===== config.mk =====
export PLATFORM = sky130hd
export DESIGN_NAME = fht_reader
export DESIGN_NICKNAME = d
export VERILOG_FILES = /design/src/rtl/fht_pkg.sv /design/src/rtl/fht_reader.sv
export SDC_FILE = /design/constraint.sdc
export NUM_CORES = 1
export LEC_CHECK = 0
export CORE_MARGIN = 5
export CORE_UTILIZATION = 55
export DETAILED_ROUTE_END_ITERATION = 8
export GPL_ROUTABILITY_DRIVEN = 0
export PLACE_DENSITY = 0.88
export SLEW_MARGIN = 20
export SYNTH_ARGS = -nofsm -noshare
export SYNTH_HDL_FRONTEND = slang
export SYNTH_SLANG_ARGS = --single-unit

===== constraint.sdc =====
create_clock -name iCLK -period 3 [get_ports iCLK]
set_input_delay 0.3 -clock iCLK [delete_from_list [all_inputs] [get_ports iCLK]]
set_output_delay 0.3 -clock iCLK [all_outputs]
set_load 0.03 [all_outputs]

===== src/rtl/fht_pkg.sv =====
// Shared definitions for the FHT bank unloader: controller states, bank count
// and the address bit-reversal used to walk rows in transform output order.
package fht_pkg;

    typedef enum logic [1:0] {
        ST_IDLE  = 2'd0,
        ST_FETCH = 2'd1,
        ST_SEND  = 2'd2,
        ST_DONE  = 2'd3
    } fht_state_e;

    localparam int BANK_COUNT = 4;
    localparam int REV_MAX    = 16;
    localparam int REV_IDX_W  = $clog2(REV_MAX);

    // Reverse the low 'width' bits of val; bits at or above width come back as zero.
    function automatic logic [REV_MAX-1:0] bit_rev(input logic [REV_MAX-1:0] val, input int width);
        logic [REV_MAX-1:0] res;
        res = {REV_MAX{1'b0}};
        for (int i = 0; i < REV_MAX; i++) begin
            if (i < width) begin
                res[i] = val[REV_IDX_W'(width - 1 - i)];
            end else begin
                res[i] = 1'b0;
            end
        end
        return res;
    endfunction

endpackage


===== src/rtl/fht_reader.sv =====
// Unloads the four FHT result banks as one sample stream in bit-reversed row
// order, double-buffering rows so the stream runs without bubbles at full rate.
module fht_reader
    import fht_pkg::*;
#(
    parameter int D_BIT  = 22,
    parameter int A_BIT  = 9,
    parameter int RD_LAT = 2
) (
    input  logic             iCLK,
    input  logic             iRESET,
    input  logic             iFHT_RDY,
    input  logic [D_BIT-1:0] iDATA_0,
    input  logic [D_BIT-1:0] iDATA_1,
    input  logic [D_BIT-1:0] iDATA_2,
    input  logic [D_BIT-1:0] iDATA_3,
    output logic [A_BIT-1:0] oADDR_RD,
    output logic [D_BIT-1:0] oDATA,
    output logic             oVALID,
    input  logic             iREADY,
    output logic             oLAST,
    output logic             oBUSY,
    output logic             oDONE
);

    localparam int BANK_SIZE = 2 ** A_BIT;
    localparam logic [A_BIT-1:0] LAST_ROW = A_BIT'(BANK_SIZE - 1);

    fht_state_e       state_r, state_s;
    logic             rdy_d_r, armed_r;
    logic [A_BIT-1:0] addr_r, row_r;
    logic [1:0]       word_r;
    logic [RD_LAT:0]  rd_sr_r;
    logic [D_BIT-1:0] buf0_r [BANK_COUNT];
    logic [D_BIT-1:0] buf1_r [BANK_COUNT];
    logic [D_BIT-1:0] rd_row_s [BANK_COUNT];
    logic             v0_r, v1_r;
    logic [D_BIT-1:0] data_r;
    logic             last_r, busy_r, done_r;

    logic             start_s, cap_s, xfer_s, row_end_s, last_row_s;
    logic             advance_s, finish_s, swap_s, direct_s, fill_s, enter_s, issue_s;
    logic [A_BIT-1:0] new_row_s, issue_row_s;

    // Datapath strobes: start edge, read capture, transfers and row hand-over
    always_comb begin
        rd_row_s[0] = iDATA_0;
        rd_row_s[1] = iDATA_1;
        rd_row_s[2] = iDATA_2;
        rd_row_s[3] = iDATA_3;
        start_s    = (state_r == ST_IDLE) && iFHT_RDY && !rdy_d_r && armed_r;
        cap_s      = rd_sr_r[RD_LAT];
        xfer_s     = v0_r && iREADY;
        row_end_s  = (state_r == ST_SEND) && xfer_s && (word_r == 2'd3);
        last_row_s = (row_r == LAST_ROW);
        advance_s  = row_end_s && !last_row_s;
        finish_s   = row_end_s && last_row_s;
        swap_s     = advance_s && v1_r;
        // A capture landing on the word-3 transfer feeds the output buffer directly.
        direct_s   = advance_s && !v1_r && cap_s;
        fill_s     = (state_r == ST_FETCH) && cap_s;
        enter_s    = fill_s || swap_s || direct_s;
        if (fill_s) begin
            new_row_s = row_r;
        end else begin
            new_row_s = row_r + A_BIT'(1);
        end
        if (start_s) begin
            issue_s     = 1'b1;
            issue_row_s = {A_BIT{1'b0}};
        end else if (enter_s && (new_row_s != LAST_ROW)) begin
            issue_s     = 1'b1;
            issue_row_s = new_row_s + A_BIT'(1);
        end else begin
            issue_s     = 1'b0;
            issue_row_s = new_row_s;
        end
    end

    // Next-state decode
    always_comb begin
        state_s = state_r;
        case (state_r)
            ST_IDLE: begin
                if (start_s) state_s = ST_FETCH;
                else         state_s = ST_IDLE;
            end
            ST_FETCH: begin
                if (cap_s) state_s = ST_SEND;
                else       state_s = ST_FETCH;
            end
            ST_SEND: begin
                if (finish_s)                          state_s = ST_DONE;
                else if (advance_s && !v1_r && !cap_s) state_s = ST_FETCH;
                else                                   state_s = ST_SEND;
            end
            ST_DONE: state_s = ST_IDLE;
            default: state_s = ST_IDLE;
        endcase
    end

    // State register and start-edge detection; armed only after a low level is seen
    always_ff @(posedge iCLK or negedge iRESET) begin
        if (!iRESET) begin
            state_r <= ST_IDLE;
            rdy_d_r <= 1'b0;
            armed_r <= 1'b0;
        end else begin
            state_r <= state_s;
            rdy_d_r <= iFHT_RDY;
            if (!iFHT_RDY) armed_r <= 1'b1;
        end
    end

    // Read issue, outstanding-read tracking and row/word position
    always_ff @(posedge iCLK or negedge iRESET) begin
        if (!iRESET) begin
            addr_r  <= {A_BIT{1'b0}};
            rd_sr_r <= {(RD_LAT + 1){1'b0}};
            row_r   <= {A_BIT{1'b0}};
            word_r  <= 2'd0;
        end else begin
            rd_sr_r <= {rd_sr_r[RD_LAT-1:0], issue_s};
            if (issue_s) addr_r <= A_BIT'(bit_rev(REV_MAX'(issue_row_s), A_BIT));
            if (start_s)        row_r <= {A_BIT{1'b0}};
            else if (advance_s) row_r <= row_r + A_BIT'(1);
            if (start_s || fill_s || advance_s) word_r <= 2'd0;
            else if (xfer_s)                    word_r <= word_r + 2'd1;
        end
    end

    // Row buffers and registered output stream
    always_ff @(posedge iCLK or negedge iRESET) begin
        if (!iRESET) begin
            for (int i = 0; i < BANK_COUNT; i++) begin
                buf0_r[i] <= {D_BIT{1'b0}};
                buf1_r[i] <= {D_BIT{1'b0}};
            end
            v0_r   <= 1'b0;
            v1_r   <= 1'b0;
            data_r <= {D_BIT{1'b0}};
            last_r <= 1'b0;
            busy_r <= 1'b0;
            done_r <= 1'b0;
        end else begin
            if (fill_s || direct_s) buf0_r <= rd_row_s;
            else if (swap_s)        buf0_r <= buf1_r;
            if (cap_s && (state_r == ST_SEND) && !direct_s) begin
                buf1_r <= rd_row_s;
                v1_r   <= 1'b1;
            end else if (swap_s) begin
                v1_r   <= 1'b0;
            end
            if (enter_s)        v0_r <= 1'b1;
            else if (row_end_s) v0_r <= 1'b0;
            if (fill_s || direct_s)            data_r <= iDATA_0;
            else if (swap_s)                   data_r <= buf1_r[0];
            else if (xfer_s && word_r != 2'd3) data_r <= buf0_r[word_r + 2'd1];
            if (enter_s)                          last_r <= 1'b0;
            else if (xfer_s && word_r == 2'd2)    last_r <= last_row_s;
            else if (row_end_s)                   last_r <= 1'b0;
            if (start_s)       busy_r <= 1'b1;
            else if (finish_s) busy_r <= 1'b0;
            done_r <= finish_s;
        end
    end

    assign oADDR_RD = addr_r;
    assign oDATA    = data_r;
    assign oVALID   = v0_r;
    assign oLAST    = last_r;
    assign oBUSY    = busy_r;
    assign oDONE    = done_r;

endmodule


==> impl_metrics.toml <==
[placement]
numPortBuffers = 125
place_inst = 1196
dpl.hpwl_mm = 16.8

[timing]
slew_headroom_pct = 48.8
finalHoldViolCount = 0
holdWs_ns = 0.316
tightestPinTransition_ns = 0.768
tns_ns = 0
min_period_ns = 2.85
drv_slew = 0
rsz0062_at_grt = "no"
fmax_ghz = 0.351
setup_viol = 0
period_share_pct = 94.9
fin_worst_skew_ns = 0.0146

[setup_path]
timing_worst_setup_path_type = "register to register"
crit_fanout = 88
required_ns = 3.42
cp-end-kind = "register"
worstPathArrival_ns = 3.27
start_kind = "register"

[global_route]
grt_pass1_wl_mm = 42.8
antenna_found_initial = 0
grt_pass1_vias = 8000
gr-total-overflow = 0
grt_max_degree = 98
track_usage_pct = 24.1

[synthesis]
synth_seq_cells = 229
synth_cells = 880
synthesis.nets = 977
ys_types = 51
avgSynthCellArea_sq_um = 11.8
synth_top_flop_cell = "dfrtp_1"
mappedNetlistArea_sq_um = 10300
synth-edff-count = 0
synth_seq_area_share_pct = 55.4
ys_warn_count = 0
async_flop_share_pct = 100

[floorplanning]
coreArea_sq_um = 18600
die_h_microns = 147
rows = 50
start_util_pct = 55.7
die_area_sq_um = 21600
ios = 127
fp.dieW_microns = 147

[routing]
drt-initial-drc-count = 1151
drt_pass1_iterations = 9
vias_per_cell = 6.38
wirelength_mm = 26.3
post_drt_wl_per_cell_microns = 21.2
vias = 7910
drc = 1
drtAntennaViolNets = 0

[finish]
fin_nets = 1086
area_growth_pct = 22.8
layout_commonest_cell = "dfrtp_1"
layoutNonFillerInstCount = 1240
layout_common_cells = "dfrtp_1, clkdlybuf4s50_1, nand2_1"
diodes = 0
final_core_util_pct = 68.4
drive_gt1_share_pct = 20.5

[clock_network]
cts_inserted_buffers = 24
clk_pin_slew_ns = 0.06
postCtsSetupRepairBufs = 0
cts_resized = 0
clockRootBuffer = "clkbuf_16"
htree_levels = 1
cts_tree = "done"
clk_latency_ns = 0.51
clockBufferDepth = 3
cts.sinks = 229

[outcome]
violations = "DRC"
status = "finished, violations left"

[power_and_ir_drop]
leakage_nw = 6.35
power.total_mw = 6.24
power.density_nw_per_um2 = 491
vdd_drop_max_uv = 442

[run]
drv_cap = 0

[min_path]
min_path_type = "input port to register"
==> critical path: stages, from the launching register on <==
cell,delay [ns]
dfrtp_1,0.48
ha_1,0.26
nand3_1,0.08
nor2_1,0.05
ha_1,0.20
nand2b_1,0.27
nor3_4,0.27
buf_12,0.35
nand2_1,0.20
a31o_2,0.29
a21oi_1,0.19
==> layer usage <==
metal  share of wire, %  GRT usage [%]
met5                  0              0
met4                3.2           8.11
met3                8.9           3.98
met2                 48           38.5
met1                 40           34.2
==> registers in the layout (all words and copies together), names as in the netlist, 2 cells and up <==
signal / cells
oADDR_RD: 8
buf0_r: 88
state_r: 2
row_r: 9
rd_sr_r: 3
word_r: 2
oDATA: 22
buf1_r: 88
==> cells in the mapped netlist, types with 9 or more instances <==
master	count	area [sq um]
nand2_1	103	387
a31oi_1	22	138
mux2_2	88	991
nor2_1	54	203
clkbuf_1	32	120
a31o_2	22	193
a222oi_1	66	661
mux2i_1	9	90.1
buf_2	24	120
o21ai_0	16	80.1
dfrtp_1	229	5730
mux4_2	22	495
inv_1	72	270
xnor2_1	13	114
a21oi_1	27	135
==> where the power goes <==
group | switching (mW) | internal [mW] | leakage (nW) | total [mW]
Sequential | 0.000218 | 3.09 | 3.18 | 3.09
Combinational | 0.107 | 0.115 | 2.78 | 0.222
Clock | 1.21 | 1.71 | 0.384 | 2.93
==> layout make-up <==
type | count | area [sq um]
flip-flops and latches | 229 | 5730
clock inverters | 10 | 87.6
inverters | 72 | 270
fillers | 1222 | 5880
clock buffers | 33 | 696
repair buffers | 151 | 1580
well taps | 234 | 293
multi-input cells | 511 | 4050
==> metrics by stage <==
stage	setup WS, ns	cell area [sq um]
2_1_floorplan	0.401	10300
3_3_place_gp	0.443	11900
3_5_place_dp	0.278	11900
4_1_cts	0.246	12700
5_1_grt	0.0759	12700
6_report	0.153	12700
==> kinds of logic after synthesis <==
group | share of synthesized area (%)
AOI/OAI and AO/OA | 13.2
xor gates and xnor gates | 1.36
adders and majority gates | 0.605
buffers and inverters | 5.74
DFF | 55.4
muxes | 15.2
other | 0.0363
and+or+nand+nor | 8.41
==> repair_timing <==
item / CTS / global route
endpoints found under the hold margin: 93 / 0
hold buffers: 1 / 0
setup endpoints to repair: 0 / 0
==> worst paths after layout <==
kind	slack (ns)	cells past startpoint	startpoint	to
max	0.15	10	row_r[0]$_DFFE_PN0P_	oDATA[15]$_DFFE_PN0P_
min in group asynchronous	0.42	2	iRESET	buf1_r[74]$_DFFE_PN0P_
max reg2reg	0.15	10	row_r[0]$_DFFE_PN0P_	oDATA[15]$_DFFE_PN0P_
max in group asynchronous	1.77	3	iRESET	buf0_r[51]$_DFFE_PN0P_
min reg2reg	0.35	0	rd_sr_r[1]$_DFF_PN0_	rd_sr_r[2]$_DFF_PN0_
min	0.32	1	iFHT_RDY	rdy_d_r$_DFF_PN0_
Power figures use the tool's default switching activity.
